--- src/rtl/master_led_controller.sv ---
// master_led_controller
//   Status display for the multi-core RC4 key search. Latches which cores
//   reported success, lights an aggregate "found" LED, and flags a failed
//   search on LEDR[9].
//
//   Optional feature macro: FAILURE_BLINK_EN
//     defined   -> LEDR[9] blinks in FAILURE, BLINK_DIV cycles per half-period
//     undefined -> LEDR[9] held steady at 1 in FAILURE (no blink logic built)
//
//   Ports:
//     clk           in   system clock, rising edge
//     reset         in   synchronous active-high reset
//     success_state in   [3:0] per-core success flags
//     failure       in   global search-failed flag
//     LEDR          out  [9:0] registered board LEDs
module master_led_controller #(
  parameter int BLINK_DIV = 25_000_000
) (
  input  logic       clk,
  input  logic       reset,
  input  logic [3:0] success_state,
  input  logic       failure,
  output logic [9:0] LEDR
);

  typedef enum logic [1:0] {
    S_IDLE    = 2'd0,
    S_SUCCESS = 2'd1,
    S_FAILURE = 2'd2
  } state_e;

  state_e     state_q, state_d;
  logic [3:0] mask_q, mask_d;
  logic [9:0] ledr_q, ledr_d;

`ifdef FAILURE_BLINK_EN
  localparam int CW = (BLINK_DIV > 1) ? $clog2(BLINK_DIV) : 1;
  localparam logic [CW-1:0] CNT_MAX = CW'(BLINK_DIV - 1);

  logic [CW-1:0] cnt_q, cnt_d;
  logic          phase_q, phase_d;
`endif

  // State / data registers
  always_ff @(posedge clk) begin
    if (reset) begin
      state_q <= S_IDLE;
      mask_q  <= 4'b0;
      ledr_q  <= 10'b0;
`ifdef FAILURE_BLINK_EN
      cnt_q   <= '0;
      phase_q <= 1'b1;
`endif
    end else begin
      state_q <= state_d;
      mask_q  <= mask_d;
      ledr_q  <= ledr_d;
`ifdef FAILURE_BLINK_EN
      cnt_q   <= cnt_d;
      phase_q <= phase_d;
`endif
    end
  end

  // Next-state logic: any success wins over failure; SUCCESS is absorbing,
  // FAILURE is sticky until a success or reset.
  always_comb begin
    state_d = state_q;
    unique case (state_q)
      S_IDLE: begin
        if (success_state != 4'b0) state_d = S_SUCCESS;
        else if (failure)          state_d = S_FAILURE;
      end
      S_SUCCESS: state_d = S_SUCCESS;
      S_FAILURE: begin
        if (success_state != 4'b0) state_d = S_SUCCESS;
      end
      default: state_d = S_IDLE;
    endcase
  end

  // Output / datapath logic. LEDs are computed from the next-state values so
  // the registered LEDR reflects bits captured on the same edge.
  always_comb begin
    mask_d = mask_q;
    ledr_d = 10'b0;
    if (state_d == S_SUCCESS) mask_d = mask_q | success_state;

`ifdef FAILURE_BLINK_EN
    cnt_d   = '0;
    phase_d = 1'b1;
    // Counter only runs while remaining in FAILURE; entering restarts at
    // phase 1 so the LED is lit on the entry edge.
    if (state_q == S_FAILURE && state_d == S_FAILURE) begin
      if (cnt_q == CNT_MAX) begin
        cnt_d   = '0;
        phase_d = ~phase_q;
      end else begin
        cnt_d   = cnt_q + 1'b1;
        phase_d = phase_q;
      end
    end
`endif

    unique case (state_d)
      S_SUCCESS: begin
        ledr_d[3:0] = mask_d;
        ledr_d[8]   = 1'b1;
      end
      S_FAILURE: begin
`ifdef FAILURE_BLINK_EN
        ledr_d[9] = phase_d;
`else
        ledr_d[9] = 1'b1;
`endif
      end
      default: ledr_d = 10'b0;
    endcase
  end

  assign LEDR = ledr_q;

endmodule

--- config.mk ---
export PLATFORM = sky130hd
export DESIGN_NAME = master_led_controller
export DESIGN_NICKNAME = d
export VERILOG_FILES = /design/src/rtl/master_led_controller.sv
export SDC_FILE = /design/constraint.sdc
export NUM_CORES = 1
export LEC_CHECK = 0
export ABC_AREA = 1
export ABC_CLOCK_PERIOD_IN_PS = 1150
export BUFFER_PORTS_ARGS = -buffer_cell sky130_fd_sc_hd__buf_2
export CORE_AREA = 2 2 39 41
export DETAILED_ROUTE_END_ITERATION = 8
export DIE_AREA = 0 0 41 43
export GPL_ROUTABILITY_DRIVEN = 1
export SYNTH_ARGS = -nofsm -noshare
export SYNTH_HDL_FRONTEND = slang
export SYNTH_SLANG_ARGS = --single-unit
--- constraint.sdc ---
create_clock -name clk -period 1.15 [get_ports clk]
set_clock_uncertainty 0.05 [all_clocks]
set_input_delay 0.23 -clock clk [delete_from_list [all_inputs] [get_ports clk]]
set_output_delay 0.23 -clock clk [all_outputs]
set_load 0.05 [all_outputs]
==> results of run 1 <==
sequential cells by signal, indices dropped and copies added (netlist names):
register,count
state_q,2
mask_q,4
LEDR,6
through the flow:
stage	hold slack, ps	worst slack, ps	cells
after detailed placement	392.8	219.6	68
final	158.2	38.51	72
after global placement	385.8	246.3	68
after CTS	148.2	27.63	72
after floorplan	252.4	282.7	44
after global routing	155.6	3.606	72
cells in the final DEF, fill, tap and decap left out:
| master | Yosys | routed |
|---|---|---|
| nand3_2 | 1 | 1 |
| clkbuf_8 | 0 | 1 |
| nand2_1 | 1 | 1 |
| clkbuf_4 | 0 | 3 |
| nor2_1 | 12 | 12 |
| conb_1 | 1 | 4 |
| o21bai_1 | 1 | 1 |
| dfxtp_1 | 12 | 12 |
| inv_1 | 3 | 3 |
| a21oi_1 | 5 | 5 |
| buf_2 | 0 | 12 |
| nand2_2 | 1 | 1 |
cell families (layout without fill, tap and decap cells):
kind of cell | after synthesis | in the layout
AOI/OAI and AO/OA | 6 | 6
buffers and inverters | 7 | 19
other | 1 | 4
DFF | 12 | 12
and+or+nand+nor | 15 | 15
per-layer routing:
layer	share of wire [%]	routed length (µm)	global-route usage (%)
met5	0	0	0
met4	0	0	8.000
met3	5.3	33	3.141
met2	47	292	10.31
met1	47	294	9.804
final timing paths:
| check | startpoint | endpoint |
|---|---|---|
| worst min register to register | mask_q[0]$_SDFF_PP0_ | mask_q[0]$_SDFF_PP0_ |
| worst max register to register | state_q[0]$_SDFF_PP0_ | LEDR[0]$_SDFF_PP0_ |
| worst max-delay path | LEDR[8]$_SDFF_PP0_ | LEDR[8] |
| worst min-delay path | reset | mask_q[0]$_SDFF_PP0_ |
power by group through the flow:
stage	logic, W	registers, W	clock network, W
after global routing	0.000139	0.000449	0.000357
after CTS	0.000132	0.000447	0.000337
after global placement	0.000131	0.000457	0
final	0.000131	0.000447	0.000324
after detailed placement	0.000131	0.000457	0
after floorplan	0.0000644	0.000503	0
area by class of cell:
| type | instances | area [µm²] | area share [%] |
|---|---|---|---|
| sequential | 12 | 240.2 | 50.00 |
| multi-input combinational | 25 | 112.6 | 23.44 |
| timing repair buffer | 12 | 60.06 | 12.50 |
| clock buffer | 4 | 36.28 | 7.552 |
| tap | 16 | 20.02 | 4.167 |
| inverter | 3 | 11.26 | 2.344 |
==> flow_metrics.py, run 1 <==
metrics = {
    "power_and_ir_drop": {
        "netSwitchingFraction_pct": 26.83,
        "peakVddDrop_v": 0.0007788,
        "finalPower_w": 0.0009025,
        "power_frac_seq_pct": 49.6,
        "leakage_nw": 0.2411,
        "clkPwrFrac_pct": 35.9,
        "power_frac_comb_pct": 14.5,
        "power.internal_w": 0.0006603,
        "switchingPower_w": 0.0002422,
        "power_density_mw_per_mm2": 1878,
    },
    "clocking": {
        "postCtsHoldBufs": 0,
        "h-tree-depth": 1,
        "tritoncts": "done",
        "post_cts_buffers": 0,
        "clockBufferDepth": 2,
        "numCtsBuffers": 3,
        "clk_latency_ps": 260,
        "cts_sinks": 12,
        "clk_pin_slew_worst_paths_ps": 70,
        "cts-resized-gates": 0,
        "cts_root_buffer": "clkbuf_4",
    },
    "job": {
        "cap_violations": 0,
    },
    "worst_setup_path": {
        "endpoint_kind": "output port",
        "critPathMaxFanout": 1,
        "start_kind": "register",
        "path_class": "register to output port",
        "rrSetupSlack_ps": 250,
        "crit_path_cell_trace": "buf_2",
        "crit_family": "flip-flops",
        "crit_buf_inv": 1,
        "crit_required_ps": 870,
        "slowest_stage": "dfxtp_1",
        "r2r_cells": 4,
        "cp_num_cells": 1,
        "cpPeakStageDelay_ps": 310,
        "cp.arrival_ps": 830,
    },
    "synth": {
        "synthTopCellsByArea": "dfxtp_1, nor2_1, buf_4, a21oi_1, inv_1",
        "synth_mux_area_share_pct": 0,
        "netlist_instances": 41,
        "synthArstFlopShare_pct": 0,
        "synth_top_area_share_pct": 62.75,
        "netlist-cell-type-count": 10,
        "synth_fa_ha_area_share_pct": 0,
        "synth_warnings": 0,
        "yosysSeqAreaShare_pct": 62.75,
        "synth_area_um2": 382.9,
        "synth_xor_area_share_pct": 0,
        "synth_commonest_cells": "dfxtp_1, nor2_1, a21oi_1, buf_4, inv_1",
        "avgSynthCellArea_um2": 9.338,
        "yosys_most_used_dff": "dfxtp_1",
        "synth_edf_count": 0,
        "yosysTopAreaCell": "dfxtp_1",
        "synth_top_family_by_area": "simple AND/OR/NAND/NOR gates",
        "synthSimpleGateAreaFrac_pct": 16.99,
        "synth-compound-area-share_pct": 8.497,
        "synth.ff_latch_count": 12,
    },
    "route": {
        "vias": 276,
        "vias_per_cell": 3.833,
        "drt_iter0_markers": 4,
        "firstDrtPassIters": 4,
        "wl_um": 620,
        "post-route-drc-count": 0,
        "wl_per_cell_um": 8.611,
        "ant_nets": 0,
    },
    "global_routing": {
        "grt-ovfl-total": 0,
        "grt_pass1_vias": 230,
        "grt_max_degree": 8,
        "grt_pass1_wl_um": 903,
        "antenna_found_initial": 0,
        "grt_usage_pct": 8.174,
    },
    "sta": {
        "final_max_slew_viol_count": 0,
        "setup-tns-final_ps": 0,
        "min_period_ps": 1111,
        "rsz0062_at_grt": "no",
        "finalHoldViolCount": 0,
        "layout_worst_path_cycle_share_pct": 96.65,
        "finalSetupViolCount": 0,
        "fmax_ghz": 0.8997,
    },
    "floorplanning": {
        "rows": 14,
        "start_util_pct": 27.67,
        "die_area_mm2": 0.001763,
        "coreArea_mm2": 0.001384,
        "die_x_um": 41,
        "pin_count": 17,
        "die_h_um": 43,
    },
    "min_path": {
        "hp-class": "primary input to register",
        "worstHoldPathCells": 2,
    },
    "finish": {
        "final_cell_area_um2": 480.5,
        "drive_gt1_share_pct": 32.14,
        "nets": 64,
        "fin_util_pct": 34.72,
        "area_growth_pct": 25.49,
        "n_antenna_cell": 0,
        "fill_cells": 164,
    },
    "placement": {
        "placed_area_um2": 444.2,
        "gp_congestion": 0.6775,
        "dp_hpwl_um": 452.4,
        "io_buffers": 12,
    },
    "status": {
        "status": "finished, final reports clean",
    },
}
No activity file was read; power rests on OpenSTA's default activity.
==> run 2, diff against run 1 <==
--- a/config.mk
+++ b/config.mk
@@ -12,6 +12,7 @@
 export DETAILED_ROUTE_END_ITERATION = 8
 export DIE_AREA = 0 0 41 43
 export GPL_ROUTABILITY_DRIVEN = 1
+export SLEW_MARGIN = 30
 export SYNTH_ARGS = -nofsm -noshare
 export SYNTH_HDL_FRONTEND = slang
 export SYNTH_SLANG_ARGS = --single-unit
==> constraint.sdc (replaced) <==
create_clock -name clk -period 1.15 [get_ports clk]
set_clock_uncertainty 0.05 [all_clocks]
set_input_delay 0.1725 -clock clk [delete_from_list [all_inputs] [get_ports clk]]
set_output_delay 0.1725 -clock clk [all_outputs]
set_load 0.05 [all_outputs]
==> run 2 against run 1 <==
  * Die area did not move
  * Highest routed layer is now met4
  * Non-clock buffer count did not move
  * Largest power group unchanged
  * Utilization did not move
  * First-iteration DRC count fell by 25%
==> flow_metrics.py, run 2 (synthesis gave the netlist of run 1 again) <==
metrics = {
    "status": {
        "status": "finished, final reports clean",
    },
    "floorplanning": {
        "die_x_um": 41,
        "coreArea_mm2": 0.001384,
        "start_util_pct": 27.67,
        "die_h_um": 43,
        "rows": 14,
        "pin_count": 17,
        "die_area_mm2": 0.001763,
    },
    "worst_setup_path": {
        "critPathMaxFanout": 1,
        "r2r_cells": 3,
        "crit_required_ps": 930,
        "crit_family": "flip-flops",
        "rrSetupSlack_ps": 240,
        "endpoint_kind": "output port",
        "crit_path_cell_trace": "buf_2",
        "cp.arrival_ps": 840,
        "r2r_start": "state_q[1]$_SDFF_PP0_",
        "slowest_stage": "dfxtp_1",
        "start_kind": "register",
        "path_class": "register to output port",
        "cp_num_cells": 1,
        "cpPeakStageDelay_ps": 310,
        "crit_buf_inv": 1,
        "crit_start": "LEDR[2]$_SDFF_PP0_",
    },
    "route": {
        "ant_nets": 0,
        "wl_per_cell_um": 8.611,
        "vias": 283,
        "vias_per_cell": 3.931,
        "drt_iter0_markers": 3,
        "firstDrtPassIters": 2,
        "post-route-drc-count": 0,
        "wl_um": 620,
    },
    "power_and_ir_drop": {
        "power_density_mw_per_mm2": 1902,
        "leakage_nw": 0.2411,
        "peakVddDrop_v": 0.0006118,
    },
    "sta": {
        "setup-tns-final_ps": 0,
        "finalSetupViolCount": 0,
        "min_period_ps": 1061,
        "final_max_slew_viol_count": 0,
        "fmax_ghz": 0.9423,
        "finalHoldViolCount": 0,
        "layout_worst_path_cycle_share_pct": 92.28,
        "rsz0062_at_grt": "no",
    },
    "global_routing": {
        "antenna_found_initial": 0,
        "grt_pass1_vias": 235,
        "grt_busiest_layer": "met2",
        "grt_pass1_wl_um": 897,
        "grt_use_met2_pct": 10.94,
        "grt-ovfl-total": 0,
        "grt_usage_pct": 7.770,
        "grt_use_met3_pct": 4.712,
        "grt_max_degree": 8,
        "use_met1_pct": 8.824,
    },
    "clocking": {
        "post_cts_buffers": 0,
        "clk_pin_slew_worst_paths_ps": 80,
        "clockBufferDepth": 2,
        "numCtsBuffers": 3,
        "clk_latency_ps": 280,
        "cts_sinks": 12,
        "cts-resized-gates": 0,
        "postCtsHoldBufs": 0,
        "tritoncts": "done",
        "cts_root_buffer": "clkbuf_4",
        "h-tree-depth": 1,
    },
    "min_path": {
        "hold_start": "reset",
        "hp-class": "primary input to register",
        "worstHoldPathCells": 2,
    },
    "placement": {
        "dp_hpwl_um": 465,
        "gp_congestion": 0.6534,
        "io_buffers": 12,
    },
    "finish": {
        "nets": 64,
        "layout_common_cells": "dfxtp_1, nor2_1, buf_2",
        "fin_util_pct": 34.72,
        "area_growth_pct": 25.49,
        "n_antenna_cell": 0,
        "drive_gt1_share_pct": 32.14,
        "largest_reg_flops": 6,
    },
    "job": {
        "cap_violations": 0,
    },
}
run 2: layer usage:
| layer | share of wire [%] | routed length, µm |
|---|---|---|
| met1 | 48 | 296 |
| met2 | 43 | 266 |
| met5 | 0 | 0 |
| met3 | 7.6 | 47 |
| met4 | 1.6 | 10 |
run 2: path summary, 6_finish.rpt:
check | to
setup / recovery | LEDR[2]
hold / removal | mask_q[2]$_SDFF_PP0_
setup reg to reg | LEDR[3]$_SDFF_PP0_
hold reg to reg | mask_q[0]$_SDFF_PP0_
run 2: stage by stage:
step | total power, W | worst slack [ps] | instance area, µm² | std cells | hold WS, ps
floorplan | 0.0005675 | 338.2 | 394.1 | 44 | 194.9
global placement | 0.0005882 | 249.3 | 444.2 | 68 | 374.1
detailed placement | 0.0005885 | 253.6 | 444.2 | 68 | 377.2
CTS | 0.0009235 | 72.09 | 480.5 | 72 | 80.04
global route | 0.0009413 | 55.24 | 480.5 | 72 | 99.12
finish | 0.0009136 | 88.81 | 480.5 | 72 | 82.46
run 2: layout make-up:
| class | count | area [µm²] |
|---|---|---|
| repair buffers | 12 | 60.06 |
| flip-flops and latches | 12 | 240.2 |
| inverters | 3 | 11.26 |
| fillers | 158 | 903.4 |
| well taps | 16 | 20.02 |
| clock buffers | 4 | 36.28 |
| multi-input cells | 25 | 112.6 |
run 2: power by group:
group	internal, W	switching (W)	leakage [nW]
registers	0.000441	0.00000619	0.100
clock network	0.000193	0.000143	0.0210
logic	0.0000275	0.000103	0.120
total	0.000661	0.000253	0.241
